### src/rtl/multi_edge_detector.sv
// multi_edge_detector
// Per-channel synchroniser, debounce filter and edge reporter. Each channel
// reports mode-selected edges of its debounced level as a one-cycle pulse,
// a sticky pending flag and a saturating event count. Channels share no state.
module multi_edge_detector #(
   parameter int CHANNELS    = 4,
   parameter int SYNC_STAGES = 2,
   parameter int DEBOUNCE    = 4,
   parameter int CNT_W       = 8
) (
   input  logic                      clk,
   input  logic                      reset_n,
   input  logic [CHANNELS-1:0]       async_in,
   input  logic [2*CHANNELS-1:0]     mode,
   input  logic [CHANNELS-1:0]       clear,
   output logic [CHANNELS-1:0]       pulse,
   output logic [CHANNELS-1:0]       pending,
   output logic [CHANNELS-1:0]       level,
   output logic [CHANNELS*CNT_W-1:0] count
);

   // Debounce counter is wide enough to reach DEBOUNCE-1; at least one bit.
   localparam int              DB_W    = (DEBOUNCE > 1) ? $clog2(DEBOUNCE) : 1;
   localparam logic [DB_W-1:0] DB_LAST = DB_W'(DEBOUNCE - 1);

   genvar gi;
   generate
      for (gi = 0; gi < CHANNELS; gi++) begin : g_ch
         logic [SYNC_STAGES-1:0] sync_q;
         logic [SYNC_STAGES-1:0] sync_d;
         logic [DB_W-1:0]        db_cnt_q;
         logic [DB_W-1:0]        db_cnt_d;
         logic                   level_q;
         logic                   level_d;
         logic                   pulse_q;
         logic                   pulse_d;
         logic                   pending_q;
         logic                   pending_d;
         logic [CNT_W-1:0]       count_q;
         logic [CNT_W-1:0]       count_d;
         logic                   s;
         logic                   update;
         logic                   event_hit;

         // The last synchroniser stage is the only view of the raw input.
         assign s = sync_q[SYNC_STAGES-1];

         // Shift the raw input one stage further down the synchroniser chain.
         always_comb begin
            sync_d = {sync_q[SYNC_STAGES-2:0], async_in[gi]};
         end

         // Count consecutive cycles that s disagrees with level; adopt s after DEBOUNCE of them.
         always_comb begin
            db_cnt_d = '0;
            level_d  = level_q;
            update   = 1'b0;
            if (s != level_q) begin
               if (db_cnt_q == DB_LAST) begin
                  level_d = s;
                  update  = 1'b1;
               end else begin
                  db_cnt_d = db_cnt_q + 1'b1;
               end
            end
         end

         // Qualify the update against mode, then fold it into pending/count; an event beats clear.
         always_comb begin
            // s carries the new level during an update: 1 means rise, 0 means fall.
            event_hit = update && (s ? mode[2*gi] : mode[2*gi+1]);
            pulse_d   = event_hit;
            pending_d = pending_q;
            count_d   = count_q;
            if (event_hit) begin
               pending_d = 1'b1;
               if (clear[gi]) begin
                  count_d = CNT_W'(1);
               end else if (count_q != {CNT_W{1'b1}}) begin
                  count_d = count_q + 1'b1;
               end
            end else if (clear[gi]) begin
               pending_d = 1'b0;
               count_d   = '0;
            end
         end

         // Channel state register; every flop clears on reset.
         always_ff @(posedge clk or negedge reset_n) begin
            if (!reset_n) begin
               sync_q    <= '0;
               db_cnt_q  <= '0;
               level_q   <= 1'b0;
               pulse_q   <= 1'b0;
               pending_q <= 1'b0;
               count_q   <= '0;
            end else begin
               sync_q    <= sync_d;
               db_cnt_q  <= db_cnt_d;
               level_q   <= level_d;
               pulse_q   <= pulse_d;
               pending_q <= pending_d;
               count_q   <= count_d;
            end
         end

         assign pulse[gi]                  = pulse_q;
         assign pending[gi]                = pending_q;
         assign level[gi]                  = level_q;
         assign count[CNT_W*gi +: CNT_W]   = count_q;
      end
   endgenerate

endmodule

### config.mk
export PLATFORM = sky130hd
export DESIGN_NAME = multi_edge_detector
export DESIGN_NICKNAME = d
export VERILOG_FILES = /design/src/rtl/multi_edge_detector.sv
export SDC_FILE = /design/constraint.sdc
export NUM_CORES = 1
export LEC_CHECK = 0
export ABC_AREA = 0
export CAP_MARGIN = 20
export CORE_ASPECT_RATIO = 0.7
export CORE_UTILIZATION = 45
export DETAILED_ROUTE_END_ITERATION = 10
export PLACE_DENSITY = 0.7
export SETUP_SLACK_MARGIN = 0.2
export SYNTH_ARGS = -nofsm -noshare
export SYNTH_HDL_FRONTEND = slang
export SYNTH_SLANG_ARGS = --single-unit
### constraint.sdc
create_clock -name clk -period 3.7 [get_ports clk]
set_input_delay 0.37 -clock clk [delete_from_list [all_inputs] [get_ports clk]]
set_output_delay 0.37 -clock clk [all_outputs]
set_load 0.02 [all_outputs]
==> results_dict.tcl, run 1 <==
set metrics [dict create \
    period_share_pct 51.7 \
    cts.clk_slew.worst_paths_ps 70 \
    status "completed" \
    dp.final_hpwl_um 3980 \
    drc 0 \
    nNetsFinal 354 \
    antenna_found_initial 0 \
    rows 24 \
    yosys_register_bits 60 \
    design.core.area_um2 6250 \
    worst-path-buf-inv 0 \
    n_antenna_cell 0 \
    ant_nets 0 \
    clk_path_buf_depth 2 \
    ys.flop_type "dfrtp_1" \
    worst_pin_slew_ps 965 \
    fin_crit_ps 1910 \
    hold_viol 0 \
    end_kind "flip-flop" \
    p_leak_nw 1.51 \
    slowest_delay_ps 510 \
    worst-r2r-cell-count 5 \
    slew_headroom_pct 35.7 \
    portBuffers 61 \
    clock_skew_ps 6.74 \
    slew_violations 0 \
    num_io_pins 62 \
    ir_drop_mv 0.243 \
    synthCells 275 \
    die_h_um 69.4 \
    fillers 536 \
    fin_tns_setup_ps 0 \
    power.density_nw_per_um2 478 \
    required_ps 3920 \
    cts_tree "yes" \
    crit_fanout 15 \
    grt_pass1_wl_um 9940 \
    drt-total-wl_um 5800 \
    dr.pass1.iters 6 \
    cts.htree.levels 3 \
    grt-ovfl-total 0 \
    drive_above_1_share_pct 8.41 \
    yosys_warnings 0 \
    postCtsResizedCells 0 \
    gr-usage-all-layers_pct 18.5 \
    drtIter0Drc 76 \
    cts_setup_buffers 0 \
    path_cells "ha_1, and4b_1, a31oi_2, nor4_1, mux2_2" \
    min_path_type "input port to async pin" \
    via_count 2268 \
    synth_edf_count 0 \
    clock_latency_ps 330 \
    synth_nets 301 \
    die_w_um 98.3 \
    met1_usage_pct 25.3 \
    r2r_setup_slack_ps 1790 \
    netlist_area_um2 2920 \
    die_area_um2 6820 \
    place_ws_ps 1630 \
    numCtsBuffers 9 \
    fin_util_pct 59.4 \
    grt_max_degree 44 \
    start_util_pct 46.7 \
    rsz0062_at_grt "false" \
    post_drt_wl_per_cell_um 14.1 \
    area_growth_pct 27.1 \
    first_global_vias 2189 \
    synthArstFlopShare_pct 100 \
    place.gp.congestion 0.795 \
    r2r_end "g_ch[0].count_q[5]$_DFFE_PN0P_" \
    worstSetupStartpointType "flip-flop" \
    setup_viol 0 \
    post_drt_via_cell_ratio 5.52 \
    arrival_ps 2130 \
    cap_violations 0 \
    cts_sinks 60 \
    yosysUniqueCellTypes 45 \
    path_class "flip-flop to flip-flop" \
    r2r-start "g_ch[0].db_cnt_q[0]$_DFF_PN0_" \
    cp_top_family "compound AO/OA/AOI/OAI gates" \
    setup_ws_ps 1790 \
    slowest_stage "a31oi_2" \
    ctsRootBufferMaster "clkbuf_8" \
    met3_usage_pct 6.05 \
    grt.busiest_layer "met2" \
    fmax_mhz 523 \
    cts_hold_buffers 0 \
    syn_area_per_cell_um2 10.6 \
    seq_area_frac_synth_pct 51.4 \
    grt_use_met2_pct 27.5 \
]
==> placed cells by master, fill, tap and decap left out, types with 3 or more instances in the layout <==
cell             synthesis  layout
nand2_1                 12      12
mux2_1                   3       3
clkdlybuf4s50_1          0      60
nand4b_1                 6       6
a211oi_1                 8       8
o41ai_1                  3       3
or3_1                    5       5
nand3b_1                 4       4
xnor2_1                  4       4
nor4_1                   3       3
dfrtp_1                 60      60
and3_1                   6       6
nor3_1                   9       9
o31ai_1                  6       6
clkbuf_8                 0      10
or4_1                    4       4
nor2_1                  14      14
mux2_2                   6       6
inv_1                   11      11
o21ai_0                 10      10
ha_1                     8       8
nand4_1                  6       6
nor2b_1                 16      16
nand3_1                  9       9
a21oi_1                 20      20
==> state kept, by name (all words and copies together) (netlist names) <==
| register | flops |
|---|---|
| g_ch.sync_q | 8 |
| g_ch.count_q | 32 |
| g_ch.level_q | 4 |
| g_ch.db_cnt_q | 8 |
| g_ch.pulse_q | 4 |
| g_ch.pending_q | 4 |
==> logic make-up (layout without fill, tap and decap cells) <==
logic type / Yosys count / in the layout / synth area share [%]
AO/OA/AOI/OAI: 57 / 57 / 12.6
XOR/XNOR: 4 / 4 / 1.20
adder cells (fa/ha/maj): 8 / 8 / 3.43
buffers and inverters: 32 / 90 / 6.26
flip-flops: 60 / 60 / 51.4
multiplexers: 10 / 10 / 3.81
AND/OR/NAND/NOR: 104 / 104 / 21.3
==> cells in the mapped netlist (2+ instances only) <==
master,instances,share of area [%]
xnor2_1,4,1.2
buf_4,12,3.1
nand4_1,6,1.3
o21ai_0,10,1.7
nor3_1,9,1.5
o41ai_1,3,0.90
buf_2,2,0.34
nand3_1,9,1.5
inv_1,11,1.4
a21oi_1,20,3.4
nor4_1,3,0.64
dfrtp_1,60,51
nand4b_1,6,1.8
nor2_1,14,1.8
nand3b_1,4,1.0
o31ai_1,6,1.5
a211oi_1,8,2.1
and4_1,2,0.60
and3_1,6,1.3
clkbuf_1,4,0.51
nor2b_1,16,3.4
o311ai_0,2,0.60
and2_4,2,0.60
buf_6,2,0.77
ha_1,8,3.4
mux2_1,3,1.2
or3_1,5,1.1
mux2_2,6,2.3
a41oi_1,2,0.60
nand2_1,12,1.5
or4_1,4,1.0
==> layer usage <==
| layer | part of all wire, % | routed length, µm | vias up |
|---|---|---|---|
| li1 | - | - | 1106 |
| met1 | 49 | 2860 | 1093 |
| met2 | 45 | 2590 | 63 |
| met3 | 5.2 | 303 | 6 |
| met4 | 0.79 | 46 | 0 |
| met5 | 0 | 0 | - |
==> final cells by class <==
cell class	count	area, µm²	area share (%)
Tap cell	78	97.6	2.63
Timing Repair Buffer	62	613	16.5
Multi-Input combinational cell	183	1230	33.3
Sequential cell	60	1500	40.5
Inverter	12	45.0	1.21
Clock buffer	12	145	3.91
Clock inverter	4	72.6	1.96
==> worst max path at each step <==
stage,from,depth (start not counted),endpoint,slack (ps)
after floorplan,g_ch[1].db_cnt_q[0]$_DFF_PN0_,6,g_ch[1].count_q[5]$_DFFE_PN0P_,2020
after global placement,mode[5],5,g_ch[2].count_q[7]$_DFFE_PN0P_,1660
after detailed placement,mode[4],5,g_ch[2].count_q[7]$_DFFE_PN0P_,1630
after CTS,g_ch[0].db_cnt_q[0]$_DFF_PN0_,5,g_ch[0].count_q[5]$_DFFE_PN0P_,1780
after global routing,g_ch[0].db_cnt_q[0]$_DFF_PN0_,5,g_ch[0].count_q[5]$_DFFE_PN0P_,1680
final,g_ch[0].db_cnt_q[0]$_DFF_PN0_,5,g_ch[0].count_q[5]$_DFFE_PN0P_,1790
==> worst register-to-register path, delay by kind of cell (launching register included) <==
| kind | cells | cell delay, ps |
|---|---|---|
| compound gates | 1 | 510 |
| flops | 1 | 380 |
| simple gates | 2 | 350 |
| mux | 1 | 290 |
| fa+ha+maj | 1 | 260 |
==> stage by stage <==
step	hold WS, ps	std cells	instance area (µm²)	power [mW]
2_1_floorplan	74.4	275	2920	1.04
3_3_place_gp	333	395	3490	1.13
3_5_place_dp	335	395	3490	1.14
4_1_cts	219	411	3710	1.80
5_1_grt	256	411	3710	1.87
6_report	189	411	3710	1.77
==> report_power, final <==
group	switching, mW	total [mW]	internal, mW	leakage, nW
Sequential	0.0624	0.797	0.734	0.802
Clock	0.252	0.649	0.397	0.107
Combinational	0.155	0.326	0.171	0.606
Total	0.469	1.77	1.30	1.51
Note: power is estimated with default switching activity, not from simulation.
==> inputs of run 2 (changes only) <==
Settings changed: PLACE_DENSITY 0.7 to 0.73.
Clock period 3.7 ns to 1.7 ns, I/O delays scaled along.
==> run 2 against run 1 <==
  * The flow now finishes with violations (DRC)
  * Combinational power grew to 3.0 times the previous value
  * Power grew 130%
  * Routed wire length grew 29%
  * Critical path type unchanged
  * Largest cell class is now multi-input gates
==> results_dict.tcl, run 2 (same netlist as run 1, synthesis figures left out) <==
set metrics [dict create \
    end_kind "flip-flop" \
    rows 24 \
    path_class "flip-flop to flip-flop" \
    place.gp.congestion 0.802 \
    nNetsFinal 393 \
    n_antenna_cell 0 \
    grt-ovfl-total 0 \
    min_path_type "input port to flip-flop" \
    p_int_mw 2.98 \
    combPwrFrac_pct 23.3 \
    clock_skew_ps 10.4 \
    dpl.cell_count 408 \
    hold_viol 0 \
    largest_reg_flops 32 \
    seq_area_um2 1510 \
    top_regs "g_ch.count_q x32, g_ch.db_cnt_q x8, g_ch.sync_q x8" \
    antenna_found_initial 0 \
    cts.htree.levels 3 \
    dp.final_hpwl_um 4020 \
    instances_no_fill 450 \
    grt_max_degree 61 \
    cts.clk_slew.worst_paths_ps 70 \
    start_util_pct 46.7 \
    power.density_nw_per_um2 919 \
    setup_ws_ps 58.3 \
    worst_pin_slew_ps 503 \
    ir_drop_mv 0.589 \
    dr.pass1.iters 7 \
    fin_crit_ps 1640 \
    clkPwrFrac_pct 34.3 \
    arrival_ps 1850 \
    slew_headroom_pct 66.3 \
    num_io_pins 62 \
    numCtsBuffers 9 \
    ctsRootBufferMaster "clkbuf_8" \
    period_share_pct 96.6 \
    drt-total-wl_um 7500 \
    design.core.area_um2 6250 \
    final_cell_mix "51 x dfrtp_1, 36 x dlygate4sd2_1, 29 x buf_4" \
    worstSetupStartpointType "flip-flop" \
    post_drt_wl_per_cell_um 16.7 \
    drive_above_1_share_pct 37.9 \
    fin_util_pct 72.5 \
    area_growth_pct 55.0 \
    grt_pass1_wl_um 11600 \
    multi_input_area_um2 1720 \
    required_ps 1910 \
    first_global_vias 2422 \
    p_leak_nw 1.96 \
    top_register "g_ch.count_q" \
    cap_violations 0 \
    post_drt_via_cell_ratio 5.67 \
    setup_viol 0 \
    final_common_cell "dfrtp_1" \
    slew_violations 0 \
    violations "DRC" \
    portBuffers 61 \
    cts_sinks 60 \
    clock_latency_ps 340 \
    crit_fanout 4 \
    fmax_mhz 609 \
    place_ws_ps -128 \
    switchingPower_mw 1.17 \
    gr-usage-all-layers_pct 21.9 \
    rsz0062_at_grt "true" \
    cts_tree "yes" \
    fillers 443 \
    clk_path_buf_depth 2 \
    via_count 2552 \
    swShare_pct 28.2 \
    die_h_um 69.4 \
    die_area_um2 6820 \
    p_seq_share_pct 42.4 \
    ant_nets 0 \
    drtIter0Drc 123 \
    die_w_um 98.3 \
    drc 5 \
    status "complete, but fails checks" \
]
run 2: changes by cell type in the layout (fill, tap and decap cells not counted), sizes merged:
cell           change
clkinv             +1
dlygate4sd2       +36
clkinvlp           +1
buf               +37
inv                -2
dlymetal6s2s       +4
a31oi              +1
clkdlybuf4s50     -40
dlygate4sd3        +1
run 2: area by class of cell:
type	count	area share, %
multi-input cells	184	38.0
clock buffers	12	3.21
clock inverters	4	1.60
inverters	12	1.35
flip-flops and latches	60	33.4
well taps	78	2.16
repair buffers	100	20.3
run 2: path summary, 6_finish.rpt:
path | startpoint | slack [ps] | end | cells past startpoint
max in group asynchronous | reset_n | 1030 | g_ch[3].count_q[1]$_DFFE_PN0P_ | 3
max | g_ch[3].db_cnt_q[0]$_DFF_PN0_ | 60 | g_ch[3].count_q[6]$_DFFE_PN0P_ | 6
min reg2reg | g_ch[3].sync_q[0]$_DFF_PN0_ | 350 | g_ch[3].sync_q[1]$_DFF_PN0_ | 0
min | async_in[1] | 270 | g_ch[1].sync_q[0]$_DFF_PN0_ | 1
max reg2reg | g_ch[3].db_cnt_q[0]$_DFF_PN0_ | 60 | g_ch[3].count_q[6]$_DFFE_PN0P_ | 6
min in group asynchronous | reset_n | 360 | g_ch[0].pending_q$_DFFE_PN0P_ | 3
run 2: per-stage QoR:
| step | cell area [µm²] | setup TNS [ps] | hold WS (ps) | total power [mW] |
|---|---|---|---|---|
| 6_report | 4530 | 0 | 267 | 4.16 |
| 5_1_grt | 4530 | -4.62 | 249 | 4.36 |
| 4_1_cts | 4220 | 0 | 245 | 4.11 |
| 3_5_place_dp | 3700 | -409 | 206 | 2.55 |
| 3_3_place_gp | 3700 | -142 | 203 | 2.52 |
| 2_1_floorplan | 3000 | 0 | -126 | 2.28 |
run 2: repair_timing:
item,4_1_cts,5_1_grt
endpoints found under the hold margin,60,0
pin swaps,25,29
setup endpoints to repair,61,35
buffers inserted,18,5
gates cloned,2,0
resized for setup,71,62
hold buffers,1,0
run 2: critical path: stages, from the launching register on:
cell and delay [ps]:
dfrtp_1 380, ha_4 170, nand4b_1 120, and2_4 200
buf_6 110, o41ai_1 410, a21oi_1 110
run 2: metal layers:
metal  vias up  share of wire [%]  global-route usage (%)
met5         -                  0                       0
met3         9                5.1                    6.85
met1      1274                 46                    30.0
met2        82                 48                    33.2
li1       1187                  -                       -
met4         0                1.0                    7.30
run 2: power groups by stage:
stage / clock [mW] / sequential (mW) / combinational, mW
after floorplan: 0 / 1.76 / 0.518
after detailed placement: 0 / 1.77 / 0.785
after global placement: 0 / 1.76 / 0.765
after CTS: 1.47 / 1.76 / 0.885
after global routing: 1.53 / 1.78 / 1.05
final: 1.42 / 1.76 / 0.970
==> inputs of run 3 (changes only) <==
Settings changed: SETUP_SLACK_MARGIN 0.2 to 0.3.
==> run 3 against run 2 <==
  * The run still ends with DRC left
  * Cell count is 0.67% lower
  * Largest power group unchanged
  * Clock power fell by 20%
  * First-iteration DRC count is 42% lower
  * Final area down 3.7%
  * Via count is 4.0% lower
  * Count of clock-buffer cells in the layout grew 2
  * Critical path depth decreased by 1
==> results_dict.tcl, run 3 (same netlist as run 1, synthesis figures left out) <==
set metrics [dict create \
    dp.final_hpwl_um 3990 \
    path_class "flip-flop to flip-flop" \
    post_drt_wl_per_cell_um 15.2 \
    portBuffers 61 \
    fin_crit_ps 1570 \
    finalHoldWorstSlack_ps 272 \
    combPwrFrac_pct 23.9 \
    fin_area_um2 4360 \
    via_count 2449 \
    numCtsBuffers 9 \
    slew_headroom_pct 61.9 \
    nNetsFinal 390 \
    num_io_pins 62 \
    clkPwrFrac_pct 29.7 \
    die_h_um 69.4 \
    fmax_mhz 636 \
    design.core.area_um2 6250 \
    required_ps 1950 \
    final_cell_mix "43 x dfrtp_1, 43 x dlygate4sd2_1, 25 x buf_4" \
    placed_area_um2 3720 \
    finalPower_mw 3.82 \
    slowest_stage "or4_1" \
    instances_no_fill 447 \
    place.gp.congestion 0.787 \
    start_util_pct 46.7 \
    clock_latency_ps 330 \
    end_kind "flip-flop" \
    top_register "g_ch.count_q" \
    switchingPower_mw 1.11 \
    p_leak_nw 1.86 \
    worst-path-buf-inv 1 \
    setup_viol 0 \
    dpl.cell_count 403 \
    largest_reg_flops 32 \
    drive_above_1_share_pct 36.6 \
    cts.clk_slew.worst_paths_ps 70 \
    status "complete, but fails checks" \
    antenna_found_initial 0 \
    drtIter0Drc 71 \
    violations "DRC" \
    drt-total-wl_um 6810 \
    die_area_um2 6820 \
    cts.htree.levels 3 \
    rows 24 \
    slowest_delay_ps 520 \
    cts_sinks 60 \
    die_w_um 98.3 \
    hold_viol 0 \
    n_antenna_cell 0 \
    path_cells "ha_4, nand3_4, buf_4, or4_1, a21oi_2" \
    grt_pass1_wl_um 10700 \
    top_regs "g_ch.count_q x32, g_ch.db_cnt_q x8, g_ch.sync_q x8" \
    first_global_vias 2280 \
    clk_path_buf_depth 2 \
    swShare_pct 29.1 \
    cts_tree "yes" \
    worstSetupStartpointType "flip-flop" \
    power.density_nw_per_um2 876 \
    post_drt_via_cell_ratio 5.48 \
    dr.pass1.iters 7 \
    min_path_type "input port to flip-flop" \
    period_share_pct 92.5 \
    crit_fanout 4 \
    fin_tns_setup_ps 0 \
    cp_top_family "simple AND/OR/NAND/NOR gates" \
    clock_skew_ps 6.95 \
    gr-usage-all-layers_pct 20.0 \
    p_int_mw 2.71 \
    drc 4 \
    slew_violations 0 \
    ant_nets 0 \
    ir_drop_mv 0.652 \
    grt-ovfl-total 0 \
    p_seq_share_pct 46.4 \
    worst_pin_slew_ps 570 \
    area_growth_pct 49.3 \
    setup_ws_ps 128 \
    arrival_ps 1830 \
    rsz0062_at_grt "true" \
    cap_violations 0 \
    fin_util_pct 69.8 \
    ctsRootBufferMaster "clkbuf_8" \
    place_ws_ps -15.2 \
    grt_max_degree 61 \
]
==> run 3: metal layers <==
| metal | share of wire (%) | up-vias | track usage [%] |
|---|---|---|---|
| met5 | 0 | - | 0 |
| met4 | 0.28 | 0 | 4.98 |
| met3 | 5.2 | 2 | 7.26 |
| met2 | 50 | 73 | 32.6 |
| met1 | 45 | 1197 | 25.4 |
| li1 | - | 1177 | - |
==> run 3: path summary, 6_finish.rpt <==
kind,start,to,slack [ps],cells after the start
worst max-delay path,g_ch[0].count_q[1]$_DFFE_PN0P_,g_ch[0].count_q[6]$_DFFE_PN0P_,130,5
worst min-delay path,async_in[3],g_ch[3].sync_q[0]$_DFF_PN0_,270,1
worst max register to register,g_ch[0].count_q[1]$_DFFE_PN0P_,g_ch[0].count_q[6]$_DFFE_PN0P_,130,5
worst min register to register,g_ch[0].sync_q[0]$_DFF_PN0_,g_ch[0].sync_q[1]$_DFF_PN0_,350,0
max in group asynchronous,reset_n,g_ch[3].count_q[3]$_DFFE_PN0P_,1040,3
min in group asynchronous,reset_n,g_ch[0].count_q[6]$_DFFE_PN0P_,370,3
==> run 3: repair_timing <==
| item | 4_1_cts | 5_1_grt |
|---|---|---|
| buffers inserted | 18 | 8 |
| endpoints found under the setup margin | 72 | 41 |
| hold buffers | 1 | 0 |
| resized for setup | 83 | 40 |
| hold endpoints to repair | 60 | 0 |
| gates cloned | 1 | 0 |
| pin swaps | 24 | 14 |
==> run 3: cell type report <==
class,instances,area [µm²]
Clock buffer,14,163
Clock inverter,2,10.0
Fill cell,475,1890
Inverter,12,58.8
Multi-Input combinational cell,183,1630
Sequential cell,60,1520
Tap cell,78,97.6
Timing Repair Buffer,98,877
==> run 3: power by group through the flow <==
stage	clock network, mW	registers [mW]	logic (mW)
after floorplan	0	1.77	0.534
after global placement	0	1.78	0.738
after detailed placement	0	1.78	0.759
after CTS	1.17	1.78	0.852
after global routing	1.24	1.80	1.01
final	1.13	1.77	0.912
